## config.mk

```make
export PLATFORM = sky130hd
export DESIGN_NAME = regfile_input_ctrl
export DESIGN_NICKNAME = d
export VERILOG_FILES = /design/src/rtl/regfile_pkg.sv /design/src/rtl/regfile_input_ctrl_sw_sync_edge.sv /design/src/rtl/regfile_input_ctrl.sv
export SDC_FILE = /design/constraint.sdc
export NUM_CORES = 1
export LEC_CHECK = 0
export ABC_AREA = 1
export CAP_MARGIN = 20
export CELL_PAD_IN_SITES_DETAIL_PLACEMENT = 1
export CELL_PAD_IN_SITES_GLOBAL_PLACEMENT = 1
export CORE_UTILIZATION = 33
export DETAILED_ROUTE_END_ITERATION = 10
export GPL_TIMING_DRIVEN = 0
export PLACE_DENSITY_LB_ADDON = 0.1
export SKIP_CTS_REPAIR_TIMING = 1
export SLEW_MARGIN = 30
export SYNTH_ARGS = -nofsm -noshare
export SYNTH_HDL_FRONTEND = slang
export SYNTH_SLANG_ARGS = --single-unit
```

## constraint.sdc

```tcl
create_clock -name clk -period 1.9 [get_ports clk]
set_input_delay 0.38 -clock clk [delete_from_list [all_inputs] [get_ports clk]]
set_output_delay 0.38 -clock clk [all_outputs]
set_load 0.005 [all_outputs]
```

## src/rtl/regfile_pkg.sv

```systemverilog
// Shared constants for the regfile input controller:
// FSM state codes, touchscreen field selects, register count.
package regfile_pkg;

  localparam logic [1:0] S_IDLE   = 2'd0;
  localparam logic [1:0] S_COMMIT = 2'd1;
  localparam logic [1:0] S_CLEAR  = 2'd2;

  localparam logic [1:0] SEL_RADDR1 = 2'd0;
  localparam logic [1:0] SEL_RADDR2 = 2'd1;
  localparam logic [1:0] SEL_WADDR  = 2'd2;
  localparam logic [1:0] SEL_WDATA  = 2'd3;

  localparam int NUM_REGS = 32;

endpackage

```

## src/rtl/regfile_input_ctrl_sw_sync_edge.sv

```systemverilog
// Switch synchroniser (STAGES flops) plus rising-edge pulse.
// Ports: clk, resetn (sync, active-low), i_sw async in, o_rise pulse.
module sw_sync_edge #(
  parameter int STAGES = 2
) (
  input  logic clk,
  input  logic resetn,
  input  logic i_sw,
  output logic o_rise
);

  logic [STAGES-1:0] r_sync;
  logic              r_prev;

  always_ff @(posedge clk) begin
    if (!resetn) begin
      r_sync <= '0;
      r_prev <= 1'b0;
    end else begin
      r_sync <= {r_sync[STAGES-2:0], i_sw};
      r_prev <= r_sync[STAGES-1];
    end
  end

  assign o_rise = r_sync[STAGES-1] & ~r_prev;

endmodule

```

## src/rtl/regfile_input_ctrl.sv

```systemverilog
// Regfile input controller: touchscreen operand staging, switch-driven
// single commits and 32-entry clear sweep onto the regfile write port.
module regfile_input_ctrl
  import regfile_pkg::*;
#(
  parameter int ADDR_W      = 5,
  parameter int DATA_W      = 32,
  parameter int SYNC_STAGES = 2,
  parameter int CNT_W       = 16
) (
  input  logic              clk,
  input  logic              resetn,
  input  logic              input_valid,
  input  logic [DATA_W-1:0] input_value,
  input  logic [1:0]        input_sel,
  input  logic              wen_sw,
  input  logic              clr_sw,
  output logic [ADDR_W-1:0] raddr1,
  output logic [ADDR_W-1:0] raddr2,
  output logic [ADDR_W-1:0] waddr,
  output logic [DATA_W-1:0] wdata,
  output logic              rf_we,
  output logic [ADDR_W-1:0] rf_waddr,
  output logic [DATA_W-1:0] rf_wdata,
  output logic              busy,
  output logic [CNT_W-1:0]  wr_count
);

  localparam logic [ADDR_W-1:0] LAST_IDX = ADDR_W'(NUM_REGS - 1);

  logic w_w_rise;
  logic w_c_rise;

  logic [1:0]        r_state;
  logic              r_pend_w;
  logic              r_pend_c;
  logic [ADDR_W-1:0] r_clr_idx;
  logic [ADDR_W-1:0] r_raddr1;
  logic [ADDR_W-1:0] r_raddr2;
  logic [ADDR_W-1:0] r_waddr;
  logic [DATA_W-1:0] r_wdata;
  logic              r_rf_we;
  logic [ADDR_W-1:0] r_rf_waddr;
  logic [DATA_W-1:0] r_rf_wdata;
  logic              r_busy;
  logic [CNT_W-1:0]  r_wr_count;

  sw_sync_edge #(.STAGES(SYNC_STAGES)) u_wen (
    .clk    (clk),
    .resetn (resetn),
    .i_sw   (wen_sw),
    .o_rise (w_w_rise)
  );

  sw_sync_edge #(.STAGES(SYNC_STAGES)) u_clr (
    .clk    (clk),
    .resetn (resetn),
    .i_sw   (clr_sw),
    .o_rise (w_c_rise)
  );

  always_ff @(posedge clk) begin
    if (!resetn) begin
      r_state    <= S_IDLE;
      r_pend_w   <= 1'b0;
      r_pend_c   <= 1'b0;
      r_clr_idx  <= '0;
      r_raddr1   <= '0;
      r_raddr2   <= '0;
      r_waddr    <= '0;
      r_wdata    <= '0;
      r_rf_we    <= 1'b0;
      r_rf_waddr <= '0;
      r_rf_wdata <= '0;
      r_busy     <= 1'b0;
      r_wr_count <= '0;
    end else begin
      if (input_valid) begin
        unique case (input_sel)
          SEL_RADDR1: r_raddr1 <= input_value[ADDR_W-1:0];
          SEL_RADDR2: r_raddr2 <= input_value[ADDR_W-1:0];
          SEL_WADDR:  r_waddr  <= input_value[ADDR_W-1:0];
          default:    r_wdata  <= input_value;
        endcase
      end

      // Requests stick until serviced; a rise in the launch
      // cycle is a fresh request and stays pending.
      r_pend_w <= r_pend_w | w_w_rise;
      r_pend_c <= r_pend_c | w_c_rise;

      unique case (r_state)
        S_COMMIT: begin
          r_state <= S_IDLE;
          r_rf_we <= 1'b0;
          r_busy  <= 1'b0;
          if (r_wr_count != '1)
            r_wr_count <= r_wr_count + 1'b1;
        end
        S_CLEAR: begin
          if (r_clr_idx == LAST_IDX) begin
            r_state <= S_IDLE;
            r_rf_we <= 1'b0;
            r_busy  <= 1'b0;
          end else begin
            r_clr_idx  <= r_clr_idx + 1'b1;
            r_rf_waddr <= r_clr_idx + 1'b1;
          end
        end
        default: begin
          r_rf_we <= 1'b0;
          r_busy  <= 1'b0;
          if (r_pend_c) begin
            r_state    <= S_CLEAR;
            r_pend_c   <= w_c_rise;
            r_clr_idx  <= '0;
            r_rf_we    <= 1'b1;
            r_busy     <= 1'b1;
            r_rf_waddr <= '0;
            r_rf_wdata <= '0;
          end else if (r_pend_w) begin
            r_state    <= S_COMMIT;
            r_pend_w   <= w_w_rise;
            r_rf_we    <= 1'b1;
            r_busy     <= 1'b1;
            r_rf_waddr <= r_waddr;
            r_rf_wdata <= r_wdata;
          end
        end
      endcase
    end
  end

  assign raddr1   = r_raddr1;
  assign raddr2   = r_raddr2;
  assign waddr    = r_waddr;
  assign wdata    = r_wdata;
  assign rf_we    = r_rf_we;
  assign rf_waddr = r_rf_waddr;
  assign rf_wdata = r_rf_wdata;
  assign busy     = r_busy;
  assign wr_count = r_wr_count;

endmodule

```

# Word level (Yosys, flattened, before mapping)
# Cells that the tools add are included.
# W data, S select, Z words.
[totals]
reg_bits = 116
in_bits = 39
wordCells = 72
[classes]
add_sub_neg = 2
n_eq_ne = 8
muxes = 21
n_bitwise = 9
reduce_logical = 16
[ops]
columns = ["op", "count"]
rows = [
  ["$mux W32", 2],
  ["$mux W5", 4],
  ["$pmux W5 S2", 2],
  ["$add A16 B1 Y16 const B", 1],
  ["$ne A16 B16 Y1 const B", 1],
  ["$reduce_and A2 Y1", 7],
  ["$mux W1", 8],
  ["$mux W2", 3],
  ["$reduce_and A3 Y1", 2],
  ["$add A5 B1 Y5 const B", 1],
  ["$eq A5 B5 Y1 const B", 1],
  ["$not A1 Y1", 5],
  ["$eq A2 B1 Y1 const B", 2],
  ["$eq A2 B2 Y1 const B", 2],
  ["$ne A2 B2 Y1 const B", 2],
  ["$pmux W2 S2", 1],
  ["$reduce_bool A2 Y1", 2],
  ["$reduce_bool A4 Y1", 1],
  ["$reduce_bool A3 Y1", 1],
  ["$reduce_or A3 Y1", 1],
  ["$and A1 B1 Y1", 2],
  ["$logic_not A2 Y1", 1],
  ["$or A1 B1 Y1", 2],
  ["$pmux W1 S2", 1],
  ["$reduce_or A2 Y1", 1],
]

# Longest topological paths before layout
# Gate-level depths: netlist (run 1).
[logic_depth]
ltp_word = 6
depth_mapped = 11

# Hierarchy
# Synthesis (run 1) repeated with hierarchy kept, for this count alone.
[unflattened]
hier_cells = 621
area_unflattened_um2 = 4630.7
[modules_own_cells]
columns = ["module", "instances", "cells_per_inst", "area_per_inst_um2"]
rows = [
  ["regfile_input_ctrl", 1, 599, 4445.5],
  ["sw_sync_edge", 2, 11, 92.6],
]

# Least setup slack after synthesis (run 1)
# OpenSTA, ideal clock, no wires.
[synth_timing]
path_type = "register to register"
startpoint = "reg r_clr_idx[0]"
endpoint = "reg r_rf_waddr[3] (netlist: rf_waddr[3])"
t_arrival_ns = 1.512
required_ns = 1.791
slack_ns = 0.279
path_stages_with_launch = 11
period_less_slack_ns = 1.621
path_cell_list = "dfxtp_1 ha_1 nand2_1 nor2_1 ha_1 a21oi_2 inv_1 a21oi_2 o211ai_1 nand2_1 inv_1"
[synth_between]
elab_chain_len = 3
[synth_rtl]
columns = ["item", "line_no", "source"]
rows = [
  ["start, declared", "regfile_input_ctrl.sv:37", "logic [ADDR_W-1:0] r_clr_idx;"],
  ["start signal, assigned", "regfile_input_ctrl.sv:106", "r_clr_idx <= r_clr_idx + 1'b1;"],
  ["$add A5 B1 Y5 / $eq A5 B5 Y1 (equally long branches)", "regfile_input_ctrl.sv:107, regfile_input_ctrl.sv:101", ""],
  ["$mux W5 / $ne A2 B2 Y1 (equally long branches)", "--", ""],
  ["$pmux W5 S2 / $reduce_and A3 Y1 (equally long branches)", "--", ""],
  ["end signal, assigned", "regfile_input_ctrl.sv:107", "r_rf_waddr <= r_clr_idx + 1'b1;"],
  ["end signal, assigned", "regfile_input_ctrl.sv:126", "r_rf_waddr <= r_waddr;"],
  ["end, declared", "regfile_input_ctrl.sv:43", "logic [ADDR_W-1:0] r_rf_waddr;"],
]
# Several ways; a longest one is shown, not always the timed one. The select of a mux whose other input is x is not followed.
# A chain may end at the register's enable or synchronous reset.

# Final worst setup path (run 1)
[layout_timing]
startpoint = "reg r_wr_count[8] (netlist: wr_count[8])"
endpoint = "out wr_count[8]"
[layout_lines]
columns = ["item", "line_no", "source"]
rows = [
  ["start, declared", "regfile_input_ctrl.sv:46", "logic [CNT_W-1:0] r_wr_count;"],
  ["start signal, assigned", "regfile_input_ctrl.sv:98", "r_wr_count <= r_wr_count + 1'b1;"],
  ["end, declared", "regfile_input_ctrl.sv:26", "output logic [CNT_W-1:0] wr_count"],
]
# No word-level cell between the ends.

==> flow_metrics.tcl, run 1 <==
set metrics [dict create \
    critPathLaunchType "flip-flop" \
    diodes 0 \
    relSlewSlack 0.595 \
    setup_violations 0 \
    cts_buffers 17 \
    synth_compound_area_frac 0.178 \
    dieArea_um2 14300 \
    maxCapViolCount 0 \
    grt_pass1_wl_um 23400 \
    power_frac_seq 0.426 \
    hold_slack_ns 0.417 \
    grt-ovfl-total 0 \
    die_h_um 119 \
    floorplan.rows 42 \
    synth_top_area_frac 0.510 \
    post-route-period-util 0.950 \
    maxSlewViolCount 0 \
    grt_max_degree 17 \
    gp_congestion 0.779 \
    worstMarginPinSlew_ns 0.603 \
    synth-xor-area-share 0.00385 \
    track_usage 0.213 \
    power.internal_mw 4.69 \
    crit_fanout 6 \
    cpPeakStageDelay_ns 0.55 \
    hold_class "reg -> reg" \
    nets 815 \
    synth_edf_count 0 \
    clock_skew_ns 0.00720 \
    path_clk_slew_ns 0.05 \
    hold_viol 0 \
    die_w_um 119 \
    swShare 0.223 \
    path_buf_inv 1 \
    synth.top_cells.by_count "nand2_1 (129), dfxtp_1 (116), a21oi_1 (93)" \
    synthSimpleGateAreaFrac 0.207 \
    via_count 4624 \
    path_class "reg -> out" \
    pin_count 141 \
    synth.avg_cell_area_um2 7.47 \
    max_clock_freq_mhz 554 \
    synth_top_family_by_area "simple AND/OR/NAND/NOR gates" \
    core_area_um2 13300 \
    async_flop_share 0 \
    synthTopCellsByArea "dfxtp_1 (51%), nand2_1 (11%), a21oi_1 (10%)" \
    synth.area.mux_share 0 \
    cp_top_family "buffers and inverters" \
    first_iter_violations 168 \
    synth_most_common_cell "nand2_1" \
    cts.htree.levels 4 \
    cp_slowest_cell "clkdlybuf4s50_1" \
    syn-cell-area_um2 4560 \
    power.leakage_nw 2.52 \
    p_comb_frac 0.086 \
    postSynthCellCount 610 \
    cts.sinks 116 \
    clock_path_buffers 2 \
    p_clk_frac 0.487 \
    clk_latency_ns 0.41 \
    port-buffer-count 140 \
    fillers 1682 \
    layout-drive-gt1-share 0.0665 \
    yosysSeqAreaShare 0.510 \
    path_cells "clkdlybuf4s50_1" \
    dp_hpwl_um 10600 \
    finalCoreUtilization 0.506 \
    synth_adder_area_share 0.0137 \
    worstPathRequired_ns 1.52 \
    root_buffer "clkbuf_16" \
    crit_path_end_kind "primary output" \
    peakVddDrop_uv 564 \
    dpl_worst_slack_ns -0.145 \
    arrival_ns 1.43 \
    antenna_found_initial 0 \
    p_sw_mw 1.35 \
    ant_nets 0 \
    status "finished clean" \
    setup_slack_ns 0.0942 \
    ys_ff_latch 116 \
    synth_nets 654 \
    wl_um 14600 \
    cts_tree "built" \
    initial_utilization 0.341 \
    post-route-min-period_ns 1.81 \
    yosysUniqueCellTypes 26 \
    power_density_nw_per_um2 895 \
    grt_pass1_vias 4722 \
    firstDrtPassIters 4 \
    wl_per_cell_um 15.2 \
    drc 0 \
    yosysWarnings 0 \
    area_growth_pct 48.2 \
    via_per_inst 4.83 \
    synth-main-ff-cell "dfxtp_1" \
    yosys.area.top_type "dfxtp_1" \
]
==> layer usage <==
layer / share of wire / track usage / routed length [µm]
met4: 0.014 / 0.0797 / 199
met5: 0 / 0 / 0
met1: 0.44 / 0.251 / 6380
met2: 0.48 / 0.358 / 7060
met3: 0.064 / 0.0708 / 930
==> metrics by stage <==
step	instances	power, mW	setup TNS (ns)	cell area (µm²)
finish	958	6.04	0	6750
global route	958	6.30	-0.00653	6750
CTS	956	6.10	-0.348	6720
detailed placement	926	3.14	-3.51	6180
global placement	926	3.12	-2.90	6180
floorplan	610	2.82	0	4560
==> cell type report <==
type / count / area, µm² / share of cell area
plain buffers: 27 / 129 / 0.0191
clock buffers: 25 / 495 / 0.0734
clock inverters: 5 / 50.0 / 0.00741
inverters: 73 / 274 / 0.0406
multi-input cells: 395 / 1850 / 0.274
flip-flops and latches: 116 / 2320 / 0.344
well taps: 176 / 220 / 0.0326
repair buffers: 141 / 1410 / 0.209
==> power by group through the flow <==
stage                     Clock, mW  Combinational [mW]  Sequential, mW
after floorplan                   0               0.199            2.62
after global placement            0               0.502            2.62
after detailed placement          0               0.512            2.62
after CTS                      3.00               0.518            2.58
after global routing           3.15               0.575            2.58
final                          2.94               0.521            2.58
==> final timing paths <==
kind                         startpoint                          to  slack (ns)  depth (start not counted)
max reg2reg   r_clr_idx[0]$_SDFFE_PN0P_    rf_waddr[3]$_SDFFE_PN0P_        0.12                         10
min          u_wen.r_sync[0]$_SDFF_PN0_  u_wen.r_sync[1]$_SDFF_PN0_        0.42                          2
max            wr_count[8]$_SDFFE_PN0P_                 wr_count[8]        0.09                          1
min reg2reg  u_wen.r_sync[0]$_SDFF_PN0_  u_wen.r_sync[1]$_SDFF_PN0_        0.42                          2
==> logic make-up (layout without fill, tap and decap cells) <==
group / Yosys count / in the layout
simple gates: 229 / 229
compound gates: 158 / 159
flops: 116 / 116
buf+inv: 100 / 271
fa+ha+maj: 5 / 5
xor+xnor: 2 / 2
==> sequential cells by signal, summed over array words and instances (netlist names), 2 cells and up <==
signal,count
rf_wdata,32
wdata,32
wr_count,16
r_clr_idx,5
raddr1,5
raddr2,5
rf_waddr,5
waddr,5
r_state,2
u_clr.r_sync,2
u_wen.r_sync,2
==> cell usage in the layout, fill, tap and decap left out <==
cell type,count
buf_6,1
nand4_4,1
or2_2,1
a21oi_2,2
clkinv_2,4
clkbuf_1,20
nor2_1,66
clkinv_1,1
xor2_1,2
nand3_1,21
buf_2,7
a22oi_1,1
clkbuf_16,17
bufinv_16,1
clkbuf_8,4
a21oi_4,1
nand4_1,3
clkbuf_4,1
nor2_2,2
clkdlybuf4s50_1,140
inv_2,3
a21oi_1,93
o21ai_2,1
nor3_1,3
nor2_4,3
buf_4,3
inv_1,69
dfxtp_1,116
o32ai_1,1
o211ai_1,1
nand2_1,129
ha_1,5
o21ai_0,59
No activity file was read; power rests on OpenSTA's default activity.
==> inputs of run 2 (changes only) <==
Settings changed: PLACE_DENSITY_LB_ADDON 0.1 to 0.3, SKIP_LAST_GASP from default to 1.
==> flow_metrics.tcl, run 2 (synthesized netlist as in run 1, its figures left out) <==
set metrics [dict create \
    status "finished clean" \
    first_iter_violations 227 \
    cp_slowest_cell "clkdlybuf4s50_1" \
    reg2reg_depth 10 \
    path_cells "clkdlybuf4s50_1" \
    pin_count 141 \
    hold_viol 0 \
    layout-drive-gt1-share 0.0727 \
    clock_path_buffers 2 \
    max_clock_freq_mhz 550 \
    power_mw 6.39 \
    worstReg2RegEnd "rf_waddr[3]$_SDFFE_PN0P_" \
    track_usage 0.224 \
    nets 815 \
    r2r_start "r_clr_idx[0]$_SDFFE_PN0P_" \
    setup_violations 0 \
    cts_buffers 17 \
    multi_input_area_um2 1860 \
    power_density_nw_per_um2 936 \
    crit_fanout 7 \
    root_buffer "clkbuf_16" \
    dieArea_um2 14300 \
    finalCoreUtilization 0.511 \
    fin_area_um2 6820 \
    cts_tree "built" \
    worstPathRequired_ns 1.52 \
    power.leakage_nw 2.53 \
    via_per_inst 4.83 \
    port-buffer-count 140 \
    drc 0 \
    wl_per_cell_um 16.1 \
    hold_slack_ns 0.425 \
    path_clk_slew_ns 0.05 \
    worstMarginPinSlew_ns 0.544 \
    cp_top_family "buffers and inverters" \
    area_growth_pct 49.7 \
    rsz0062_at_grt "false" \
    crit_path_end_kind "primary output" \
    die_w_um 119 \
    critPathLaunchType "flip-flop" \
    setup_slack_ns 0.0804 \
    dpl_worst_slack_ns -0.182 \
    grt_pass1_vias 4956 \
    final_common_cell "clkdlybuf4s50_1" \
    place_inst 926 \
    regArea_um2 2320 \
    arrival_ns 1.44 \
    initial_utilization 0.341 \
    gp_congestion 0.801 \
    hold_class "reg -> reg" \
    wl_um 15400 \
    stdcell_count 961 \
    dp_hpwl_um 11100 \
    cts.htree.levels 4 \
    antenna_found_initial 1 \
    via_count 4646 \
    post-route-period-util 0.958 \
    placedInstanceArea_um2 6180 \
    floorplan.rows 42 \
    cts.sinks 116 \
    peakVddDrop_uv 526 \
    path_class "reg -> out" \
    grt-ovfl-total 0 \
    core_area_um2 13300 \
    hold_end "r_pend_w$_SDFF_PN0_" \
    path_buf_inv 1 \
    final_cell_mix "clkdlybuf4s50_1 (140), nand2_1 (129), dfxtp_1 (116), a21oi_1 (93), inv_1 (69)" \
    min_path_cells 1 \
    reg2reg_slack_ns 0.13 \
    hp-start "u_wen.r_prev$_SDFF_PN0_" \
    ant_nets 0 \
    grt_pass1_wl_um 24900 \
    tns_ns 0 \
    clk_latency_ns 0.42 \
    maxCapViolCount 0 \
    fillers 1625 \
    die_h_um 119 \
    clock_skew_ns 0.00661 \
    maxSlewViolCount 0 \
    firstDrtPassIters 4 \
    grt_max_degree 17 \
    relSlewSlack 0.635 \
    post-route-min-period_ns 1.82 \
    cpPeakStageDelay_ns 0.56 \
]
==> run 2: changes by cell type in the layout (fill, tap and decap cells not counted), moves of 2 or more <==
cell	before	now
clkinv_2	4	1
clkinv_4	0	5
clkbuf_8	4	0
bufinv_16	1	3
inv_6	0	2
clkinvlp_4	0	3
clkbuf_1	20	17
==> run 2: how the worst max path moves through the flow <==
stage                              startpoint                       end  cells after the start
global placement                 input_sel[1]    wdata[10]$_SDFFE_PN0P_                      5
detailed placement               input_sel[1]    wdata[12]$_SDFFE_PN0P_                      5
global route        r_clr_idx[0]$_SDFFE_PN0P_  rf_waddr[4]$_SDFFE_PN0P_                     10
CTS                 r_clr_idx[0]$_SDFFE_PN0P_  rf_waddr[4]$_SDFFE_PN0P_                     10
floorplan           r_clr_idx[0]$_SDFFE_PN0P_  rf_waddr[3]$_SDFFE_PN0P_                     10
finish              wr_count[12]$_SDFFE_PN0P_              wr_count[12]                      1
==> run 2: layer usage <==
metal,track usage,vias to the layer above,share of wire
li1,-,2280,-
met5,0,-,0
met4,0.114,0,0.033
met2,0.376,116,0.49
met3,0.0656,35,0.056
met1,0.259,2215,0.42
==> run 2: cell type report <==
cell class,count,area share
Clock inverter,14,0.0262
Inverter,73,0.0402
Antenna cell,1,0.000367
Sequential cell,116,0.340
Clock buffer,18,0.0629
Timing Repair Buffer,141,0.207
Multi-Input combinational cell,395,0.273
Buffer,27,0.0185
Tap cell,176,0.0323
==> run 2: where the power goes <==
part	total [mW]	leakage (nW)	internal (mW)	switching [mW]
Sequential	2.57	0.943	2.52	0.0577
Combinational	0.526	1.30	0.265	0.261
Clock	3.29	0.287	2.07	1.21
Total	6.39	2.53	4.86	1.53
==> inputs of run 3 (changes only) <==
Settings changed: RECOVER_POWER from default to 25.
==> flow_metrics.tcl, run 3 (synthesized netlist as in run 1, its figures left out) <==
set metrics [dict create \
    antenna_found_initial 1 \
    firstDrtPassIters 4 \
    cts.sinks 116 \
    initial_utilization 0.341 \
    path_clk_slew_ns 0.05 \
    drc 0 \
    setup_violations 0 \
    die_w_um 119 \
    cp.depth 1 \
    max_clock_freq_mhz 550 \
    arrival_ns 1.44 \
    track_usage 0.224 \
    power_mw 6.38 \
    cp_slowest_cell "clkdlybuf4s50_1" \
    setup_slack_ns 0.0806 \
    power.leakage_nw 2.62 \
    maxSlewViolCount 0 \
    path_class "reg -> out" \
    cts_buffers 17 \
    final_common_cell "nand2_1" \
    port-buffer-count 140 \
    post-route-period-util 0.958 \
    status "finished clean" \
    via_count 4639 \
    worstPathRequired_ns 1.52 \
    relSlewSlack 0.640 \
    floorplan.rows 42 \
    crit_fanout 7 \
    peakVddDrop_uv 525 \
    maxCapViolCount 0 \
    reg2reg_depth 10 \
    dpl_worst_slack_ns -0.182 \
    clk_latency_ns 0.42 \
    path_cells "clkdlybuf4s50_1" \
    critPathLaunchType "flip-flop" \
    cp_top_family "buffers and inverters" \
    gp_congestion 0.801 \
    dp_hpwl_um 11100 \
    final_cell_mix "nand2_1 (129), dfxtp_1 (116), clkdlybuf4s50_1 (112), a21oi_1 (93), inv_1 (69)" \
    path_buf_inv 1 \
    grt-ovfl-total 0 \
    hold_class "reg -> reg" \
    via_per_inst 4.83 \
    hold_viol 0 \
    post-route-min-period_ns 1.82 \
    cts.htree.levels 4 \
    grt_pass1_wl_um 24900 \
    core_area_um2 13300 \
    cts_tree "built" \
    nets 815 \
    cpPeakStageDelay_ns 0.56 \
    worstMarginPinSlew_ns 0.536 \
    grt_pass1_vias 4956 \
    die_h_um 119 \
    crit_path_end_kind "primary output" \
    ant_nets 0 \
    layout-drive-gt1-share 0.0714 \
    hold_slack_ns 0.425 \
    dieArea_um2 14300 \
    clock_skew_ns 0.00674 \
    clock_path_buffers 2 \
    first_iter_violations 227 \
    area_growth_pct 49.7 \
    wl_per_cell_um 16.0 \
    root_buffer "clkbuf_16" \
    rsz0062_at_grt "false" \
    power_density_nw_per_um2 936 \
    pin_count 141 \
    grt_max_degree 17 \
    wl_um 15400 \
    fillers 1626 \
    tns_ns 0 \
    min_path_cells 1 \
]
-- run 3: area by class of cell --
class | instances | area (µm²) | share of cell area
Sequential cell | 116 | 2320 | 0.341
Multi-Input combinational cell | 395 | 1860 | 0.273
Timing Repair Buffer | 141 | 1410 | 0.207
Clock buffer | 18 | 429 | 0.0629
Inverter | 73 | 274 | 0.0402
Tap cell | 176 | 220 | 0.0323
Clock inverter | 14 | 179 | 0.0262
Buffer | 27 | 123 | 0.0180
Antenna cell | 1 | 2.50 | 0.000367
-- run 3: where the power goes --
| group | leakage (nW) | internal, mW | switching [mW] |
|---|---|---|---|
| sequential | 0.943 | 2.52 | 0.0571 |
| combinational | 1.39 | 0.260 | 0.261 |
| clock | 0.287 | 2.07 | 1.21 |
-- run 3: stage by stage --
| stage | cells | utilization | cell area, µm² |
|---|---|---|---|
| after floorplan | 610 | - | 4560 |
| after global placement | 926 | 0.463 | 6180 |
| after detailed placement | 926 | 0.463 | 6180 |
| after CTS | 958 | 0.508 | 6790 |
| after global routing | 961 | 0.511 | 6820 |
| final | 961 | 0.511 | 6820 |
-- run 3: final timing paths --
| kind | startpoint | endpoint | slack, ns |
|---|---|---|---|
| hold reg to reg | u_wen.r_prev$_SDFF_PN0_ | r_pend_w$_SDFF_PN0_ | 0.43 |
| setup reg to reg | r_clr_idx[0]$_SDFFE_PN0P_ | rf_waddr[3]$_SDFFE_PN0P_ | 0.13 |
| hold / removal | u_wen.r_prev$_SDFF_PN0_ | r_pend_w$_SDFF_PN0_ | 0.43 |
| setup / recovery | wr_count[12]$_SDFFE_PN0P_ | wr_count[12] | 0.08 |
-- run 3: routing by layer --
layer,GRT usage,share of wire,vias to the layer above
li1,-,-,2281
met1,0.259,0.42,2207
met2,0.376,0.49,116
met3,0.0656,0.056,35
met4,0.114,0.033,0
met5,0,0,-
